**src/rtl/fc_in_neuron_loader.sv**
```systemverilog
// Streams input neurons (two per beat) into the PI dual-port input-neuron banks
// in the FC read controller's layout, then holds fc_enable until fc_done.
module fc_in_neuron_loader #(
  parameter int INNEURON               = 8,
  parameter int PI                     = 2,
  parameter int DATA_WIDTH_FC          = 16,
  parameter int FC_INNEURON_ADDR_WIDTH = 2
) (
  input  logic                              clock,
  input  logic                              reset,
  input  logic                              start,
  input  logic                              in_valid,
  input  logic [2*DATA_WIDTH_FC-1:0]        in_data,
  output logic                              in_ready,
  output logic [PI-1:0]                     in_neuron_wren_a_all,
  output logic [PI-1:0]                     in_neuron_wren_b_all,
  output logic [FC_INNEURON_ADDR_WIDTH-1:0] in_neuron_address_a,
  output logic [FC_INNEURON_ADDR_WIDTH-1:0] in_neuron_address_b,
  output logic [DATA_WIDTH_FC-1:0]          in_neuron_data_a,
  output logic [DATA_WIDTH_FC-1:0]          in_neuron_data_b,
  output logic                              fc_enable,
  input  logic                              fc_done,
  output logic                              load_done
);

  localparam int BEATS  = INNEURON / 2;
  localparam int DEPTH  = INNEURON / PI;
  localparam int BPB    = DEPTH / 2;
  localparam int BEAT_W = (BEATS > 1) ? $clog2(BEATS) : 1;
  localparam int BANK_W = (PI > 1) ? $clog2(PI) : 1;

  typedef enum logic [1:0] {
    IDLE = 2'd0,
    LOAD = 2'd1,
    RUN  = 2'd2
  } state_t;

  state_t                            state_r;
  state_t                            next_state_s;
  logic [BEAT_W-1:0]                 beat_r;
  logic                              handshake_s;
  logic                              last_beat_s;
  logic [BANK_W-1:0]                 bank_s;
  logic [PI-1:0]                     bank_onehot_s;
  logic [FC_INNEURON_ADDR_WIDTH-1:0] offset_s;

  assign handshake_s = in_valid & in_ready;
  assign last_beat_s = (beat_r == BEAT_W'(BEATS - 1));

  // State register
  always_ff @(posedge clock or negedge reset) begin
    if (!reset) begin
      state_r <= IDLE;
    end else begin
      state_r <= next_state_s;
    end
  end

  // Next-state logic
  always_comb begin
    next_state_s = state_r;
    case (state_r)
      IDLE: begin
        if (start) next_state_s = LOAD;
        else       next_state_s = IDLE;
      end
      LOAD: begin
        if (handshake_s && last_beat_s) next_state_s = RUN;
        else                            next_state_s = LOAD;
      end
      RUN: begin
        if (fc_done) next_state_s = IDLE;
        else         next_state_s = RUN;
      end
      default: next_state_s = IDLE;
    endcase
  end

  // Output decode from the registered state
  always_comb begin
    in_ready = 1'b0;
    case (state_r)
      LOAD:    in_ready = 1'b1;
      default: in_ready = 1'b0;
    endcase
  end

  // Bank and in-bank offset for the current beat; port B takes offset+1
  always_comb begin
    bank_s   = BANK_W'(int'(beat_r) / BPB);
    offset_s = FC_INNEURON_ADDR_WIDTH'(2 * (int'(beat_r) % BPB));
    for (int i = 0; i < PI; i++) begin
      bank_onehot_s[i] = (bank_s == BANK_W'(i));
    end
  end

  // Beat counter, cleared when a load begins
  always_ff @(posedge clock or negedge reset) begin
    if (!reset) begin
      beat_r <= {BEAT_W{1'b0}};
    end else if (state_r == IDLE && next_state_s == LOAD) begin
      beat_r <= {BEAT_W{1'b0}};
    end else if (handshake_s) begin
      if (last_beat_s) beat_r <= {BEAT_W{1'b0}};
      else             beat_r <= beat_r + BEAT_W'(1);
    end else begin
      beat_r <= beat_r;
    end
  end

  // Registered RAM write port; address and data hold between beats
  always_ff @(posedge clock or negedge reset) begin
    if (!reset) begin
      in_neuron_wren_a_all <= {PI{1'b0}};
      in_neuron_wren_b_all <= {PI{1'b0}};
      in_neuron_address_a  <= {FC_INNEURON_ADDR_WIDTH{1'b0}};
      in_neuron_address_b  <= {FC_INNEURON_ADDR_WIDTH{1'b0}};
      in_neuron_data_a     <= {DATA_WIDTH_FC{1'b0}};
      in_neuron_data_b     <= {DATA_WIDTH_FC{1'b0}};
      load_done            <= 1'b0;
    end else if (handshake_s) begin
      in_neuron_wren_a_all <= bank_onehot_s;
      in_neuron_wren_b_all <= bank_onehot_s;
      in_neuron_address_a  <= offset_s;
      in_neuron_address_b  <= offset_s + FC_INNEURON_ADDR_WIDTH'(1);
      in_neuron_data_a     <= in_data[DATA_WIDTH_FC-1:0];
      in_neuron_data_b     <= in_data[2*DATA_WIDTH_FC-1:DATA_WIDTH_FC];
      load_done            <= last_beat_s;
    end else begin
      in_neuron_wren_a_all <= {PI{1'b0}};
      in_neuron_wren_b_all <= {PI{1'b0}};
      load_done            <= 1'b0;
    end
  end

  // fc_enable tracks RUN one cycle late and drops together with the exit to IDLE
  always_ff @(posedge clock or negedge reset) begin
    if (!reset) begin
      fc_enable <= 1'b0;
    end else begin
      fc_enable <= (state_r == RUN) && (next_state_s == RUN);
    end
  end

endmodule

```
**config.mk**
```make
export PLATFORM = sky130hd
export DESIGN_NAME = fc_in_neuron_loader
export DESIGN_NICKNAME = d
export VERILOG_FILES = /design/src/rtl/fc_in_neuron_loader.sv
export SDC_FILE = /design/constraint.sdc
export NUM_CORES = 1
export LEC_CHECK = 0
export CORE_ASPECT_RATIO = 1.2
export CORE_MARGIN = 1.5
export CORE_UTILIZATION = 41
export CTS_CLUSTER_SIZE = 12
export DETAILED_ROUTE_END_ITERATION = 10
export PLACE_DENSITY = 0.79
export SLEW_MARGIN = 15
export SYNTH_ARGS = -nofsm -noshare
export SYNTH_HDL_FRONTEND = slang
export SYNTH_SLANG_ARGS = --single-unit
```
**constraint.sdc**
```tcl
create_clock -name clock -period 1.87 [get_ports clock]
set_input_delay 0.187 -clock clock [delete_from_list [all_inputs] [get_ports clock]]
set_output_delay 0.187 -clock clock [all_outputs]
set_load 0.02 [all_outputs]
```
**After elaboration in Yosys (flattened, before gate mapping)**

Cells that the tools add are included.
W data, S select, Z words.

- Bits in registers: 43
- Output and inout port bits: 43
- Logic and storage cells: 33

- Add/subtract/negate cells: 2
- Equal/unequal tests: 5
- Multiplexer cells: 10
- Bitwise operators: 2
- Reduce and logical (&&, ||, !) cells: 5

Operators by type and width:

| kind | count |
|---|---|
| $mux W2 | 6 |
| $eq A2 B2 Y1 const B | 3 |
| $pmux W2 S3 | 1 |
| $add A2 B1 Y2 const B | 2 |
| $eq A2 B1 Y1 const B | 2 |
| $logic_and A1 B1 Y1 | 3 |
| $mux W1 | 3 |
| $logic_not A2 Y1 | 1 |
| $reduce_bool A2 Y1 | 1 |
| $and A1 B1 Y1 | 1 |
| $not A1 Y1 | 1 |

**Longest topological paths before layout**

- Word-level depth: 9
- Depth in mapped cells: 5

**Least setup slack after synthesis**

No wires, ideal clock.

- Kind: register to register
- Start point: reg state_r[0]
- End point: reg in_neuron_data_a[0]
- Setup time: 0.125 ns
- Data arrival time: 1.344 ns
- Data required time: 1.745 ns
- Path slack: 0.401 ns
- Cell stages (with the launch flop): 6
- Path buffers: 2
- Period minus slack after synthesis: 1.469 ns
- Path through: dfrtp_1 nor2b_4 and2_4 buf_12 buf_12 mux2_4

- Word-level cells in the longest chain between the ends: 3

Ends and longest elaborated chain:

| what | RTL line | source |
|---|---|---|
| start, declared | 38 | `state_t state_r;` |
| start signal, assigned | 55 | `state_r <= next_state_s;` |
| $eq A2 B1 Y1 | 82 | `case (state_r)` |
| $mux W1 | 82 |  |
| net in_ready | 14 | `output logic in_ready,` |
| $and A1 B1 Y1 | 47 | `assign handshake_s = in_valid & in_ready;` |
| end signal, assigned | 118 | `in_neuron_data_a <= {DATA_WIDTH_FC{1'b0}};` |
| end signal, assigned | 126 | `in_neuron_data_a <= in_data[DATA_WIDTH_FC-1:0];` |
| end, declared | 19 | `output logic [DATA_WIDTH_FC-1:0] in_neuron_data_a,` |

The timed path passes the listed nets, and every way through them passes these cells.
A chain may end at the register's enable or synchronous reset.

**Worst setup path after layout**

- Start point: reg state_r[0]
- End point: out in_ready

- Word-level cells in the longest chain between the ends: 2

Ends and longest elaborated chain:

| what | RTL line |
|---|---|
| $eq A2 B1 Y1 | 82 |
| $mux W1 | 82 |
| end, declared | 14 |

Every way passes these cells.

==> impl_metrics.env <==
export IMPL_cts_max_level=2
export IMPL_cellPowerDensity_nw_per_um2=1620
export IMPL_grt_start_max_net_pins=43
export IMPL_grt_pass1_vias=1223
export IMPL_clockBufferDepth=2
export IMPL_fmax_mhz=568.8
export IMPL_port_buffers=78
export IMPL_grt_pass1_wl_mm=5.961
export IMPL_rsz0062_at_grt="false"
export IMPL_postRouteAntennaNets=0
export IMPL_synthDistinctLibCells=23
export IMPL_min_period_over_period_pct=94.02
export IMPL_holdBufCountCts=0
export IMPL_postCtsSetupRepairBufs=0
export IMPL_firstDrtPassIters=4
export IMPL_async_flop_share_pct=100.0
export IMPL_nets=222
export IMPL_holdWs_ps=25.42
export IMPL_insertion_delay_ps=280
export IMPL_routabilityCongestion=0.6862
export IMPL_postCtsResizedCells=0
export IMPL_r2r_cells=4
export IMPL_path_class="reg -> out"
export IMPL_cts_tree="built"
export IMPL_min_path_type="in -> async"
export IMPL_core_region_area_um2=4229
export IMPL_endpoint_kind="output port"
export IMPL_cp_arrival_ps=1570
export IMPL_overflow=0
export IMPL_status="finished clean"
export IMPL_synth_edf_count=0
export IMPL_numCtsBuffers=5
export IMPL_io_pin_count=80
export IMPL_avgRoutedWirePerCell_um=15.33
export IMPL_path_max_fanout=6
export IMPL_layout_drive_gt1_share_pct=24.46
export IMPL_drv_slew=0
export IMPL_top_usage_layer="met2"
export IMPL_tns_ps=0
export IMPL_critPathLaunchType="flop"
export IMPL_synth_warnings=0
export IMPL_maxSlewHeadroom_pct=39.79
export IMPL_fin_skew_ps=6.667
export IMPL_grt_usage_pct=16.45
export IMPL_drtIter0Drc=22
export IMPL_met2_usage_pct=28.01
export IMPL_p_leak_nw=1.176
export IMPL_grt_util_met3_pct=5.465
export IMPL_dieArea_um2=4768
export IMPL_syn_avg_cell_area_um2=17.03
export IMPL_grt_util_met1_pct=20.19
export IMPL_hpwl_mm=2.577
export IMPL_hold_violations=0
export IMPL_required_ps=1680
export IMPL_maxCapViolCount=0
export IMPL_antenna_found_initial=0
export IMPL_yosysSeqAreaShare_pct=58.78
export IMPL_die_x_um=63.29
export IMPL_antenna_cells=0
export IMPL_setup_viol=0
export IMPL_rows=26
export IMPL_clock_root_buffer="clkbuf_8"
export IMPL_synth_nets=143
export IMPL_start_util_pct=42.28
export IMPL_area_growth_pct=46.96
export IMPL_synthesis_instances=105
export IMPL_vias=1118
export IMPL_via_per_inst=4.658
export IMPL_cts_num_sinks=42
export IMPL_ys_seq_elements=42
export IMPL_period_needed_ps=1758
export IMPL_routed_wirelength_mm=3.678
export IMPL_peakVddDrop_uv=1093
export IMPL_tightest_slew_ps=903.1
export IMPL_synth_main_ff_cell="dfrtp_1"
export IMPL_synth_area_um2=1788
export IMPL_dieHeight_um=75.34
export IMPL_drc=0
export IMPL_clkSlewWorstSetupHoldPaths_ps=70
[Yosys cell counts, types with 2 or more instances]
master,number,area (um^2)
dfrtp_1,42,1051
mux2_4,29,435.4
buf_12,4,80.08
buf_4,4,30.03
mux2_2,4,45.04
nand2_1,3,11.26
nor2_1,2,7.510
o21ai_0,2,10.01
[critical path, stage by stage, from the launching register on]
cell and delay, ps:
dfrtp_1 450, nor2b_4 220, clkdlybuf4s50_1 620
[sequential cells by signal (all words and copies together) (netlist names)]
register              flops
in_neuron_data_a         16
in_neuron_data_b         16
load_done                 1
in_neuron_address_b       2
state_r                   2
in_neuron_wren_b_all      2
beat_r                    2
fc_enable                 1
[final cells by class]
type                    instances  area (um^2)
inverters                       1        3.754
flip-flops and latches         42         1051
clock buffers                   7        76.32
repair buffers                 80        803.3
well taps                      56        70.07
fillers                       343         1602
multi-input cells              54        623.1
[metrics by stage]
step | util, % | instances | power, W | instance area (um^2) | setup WS, ps
5_1_grt | 62.13 | 240 | 0.004499 | 2628 | 36.47
2_1_floorplan | - | 105 | 0.002886 | 1788 | 401.0
4_1_cts | 62.13 | 240 | 0.004314 | 2628 | 108.8
3_3_place_gp | 60.33 | 233 | 0.003671 | 2551 | 340.1
6_report | 62.13 | 240 | 0.004256 | 2628 | 111.9
3_5_place_dp | 60.33 | 233 | 0.003736 | 2551 | 285.0
[worst paths after layout]
| check | to | startpoint | slack (ps) |
|---|---|---|---|
| min in group clock | fc_enable$_DFF_PN0_ | fc_done | 440 |
| setup / recovery | in_ready | state_r[0]$_DFF_PN0_ | 110 |
| hold / removal | load_done$_DFF_PN0_ | reset | 30 |
| max in group asynchronous | in_neuron_data_b[1]$_DFFE_PN0P_ | reset | 1280 |
| setup reg to reg | in_neuron_data_b[9]$_DFFE_PN0P_ | state_r[0]$_DFF_PN0_ | 300 |
| hold reg to reg | in_neuron_address_b[0]$_DFFE_PN0P_ | in_neuron_address_b[0]$_DFFE_PN0P_ | 470 |
[cell families (layout without fill, tap and decap cells)]
| logic type | after synthesis | in the layout | share of synthesized area [%] |
|---|---|---|---|
| compound gates | 6 | 6 | 2.310 |
| buf+inv | 9 | 88 | 6.368 |
| other cells | 1 | 1 | 0.2097 |
| simple gates | 13 | 13 | 4.760 |
| flops | 42 | 42 | 58.78 |
| fa+ha+maj | 1 | 1 | 0.6997 |
| mux | 33 | 33 | 26.87 |
[layer usage]
metal,up-vias,share of wire [%]
li1,508,-
met1,562,42
met2,43,51
met3,5,5.3
met4,0,1.3
met5,-,0
[cell usage in the layout, fill, tap and decap left out, types with 2 or more instances in the layout]
| master | n |
|---|---|
| clkdlybuf4s50_1 | 77 |
| dfrtp_1 | 42 |
| mux2_4 | 29 |
| clkbuf_8 | 5 |
| mux2_2 | 4 |
| nand2_1 | 3 |
| nor2_1 | 2 |
| o21ai_0 | 2 |
| clkbuf_1 | 2 |
[report_power, final]
part / switching [W] / internal, W / total (W)
clock network: 0.000278 / 0.000257 / 0.000535
logic: 0.000946 / 0.00126 / 0.00221
registers: 0.000239 / 0.00127 / 0.00151
Power figures use the tool's default switching activity.
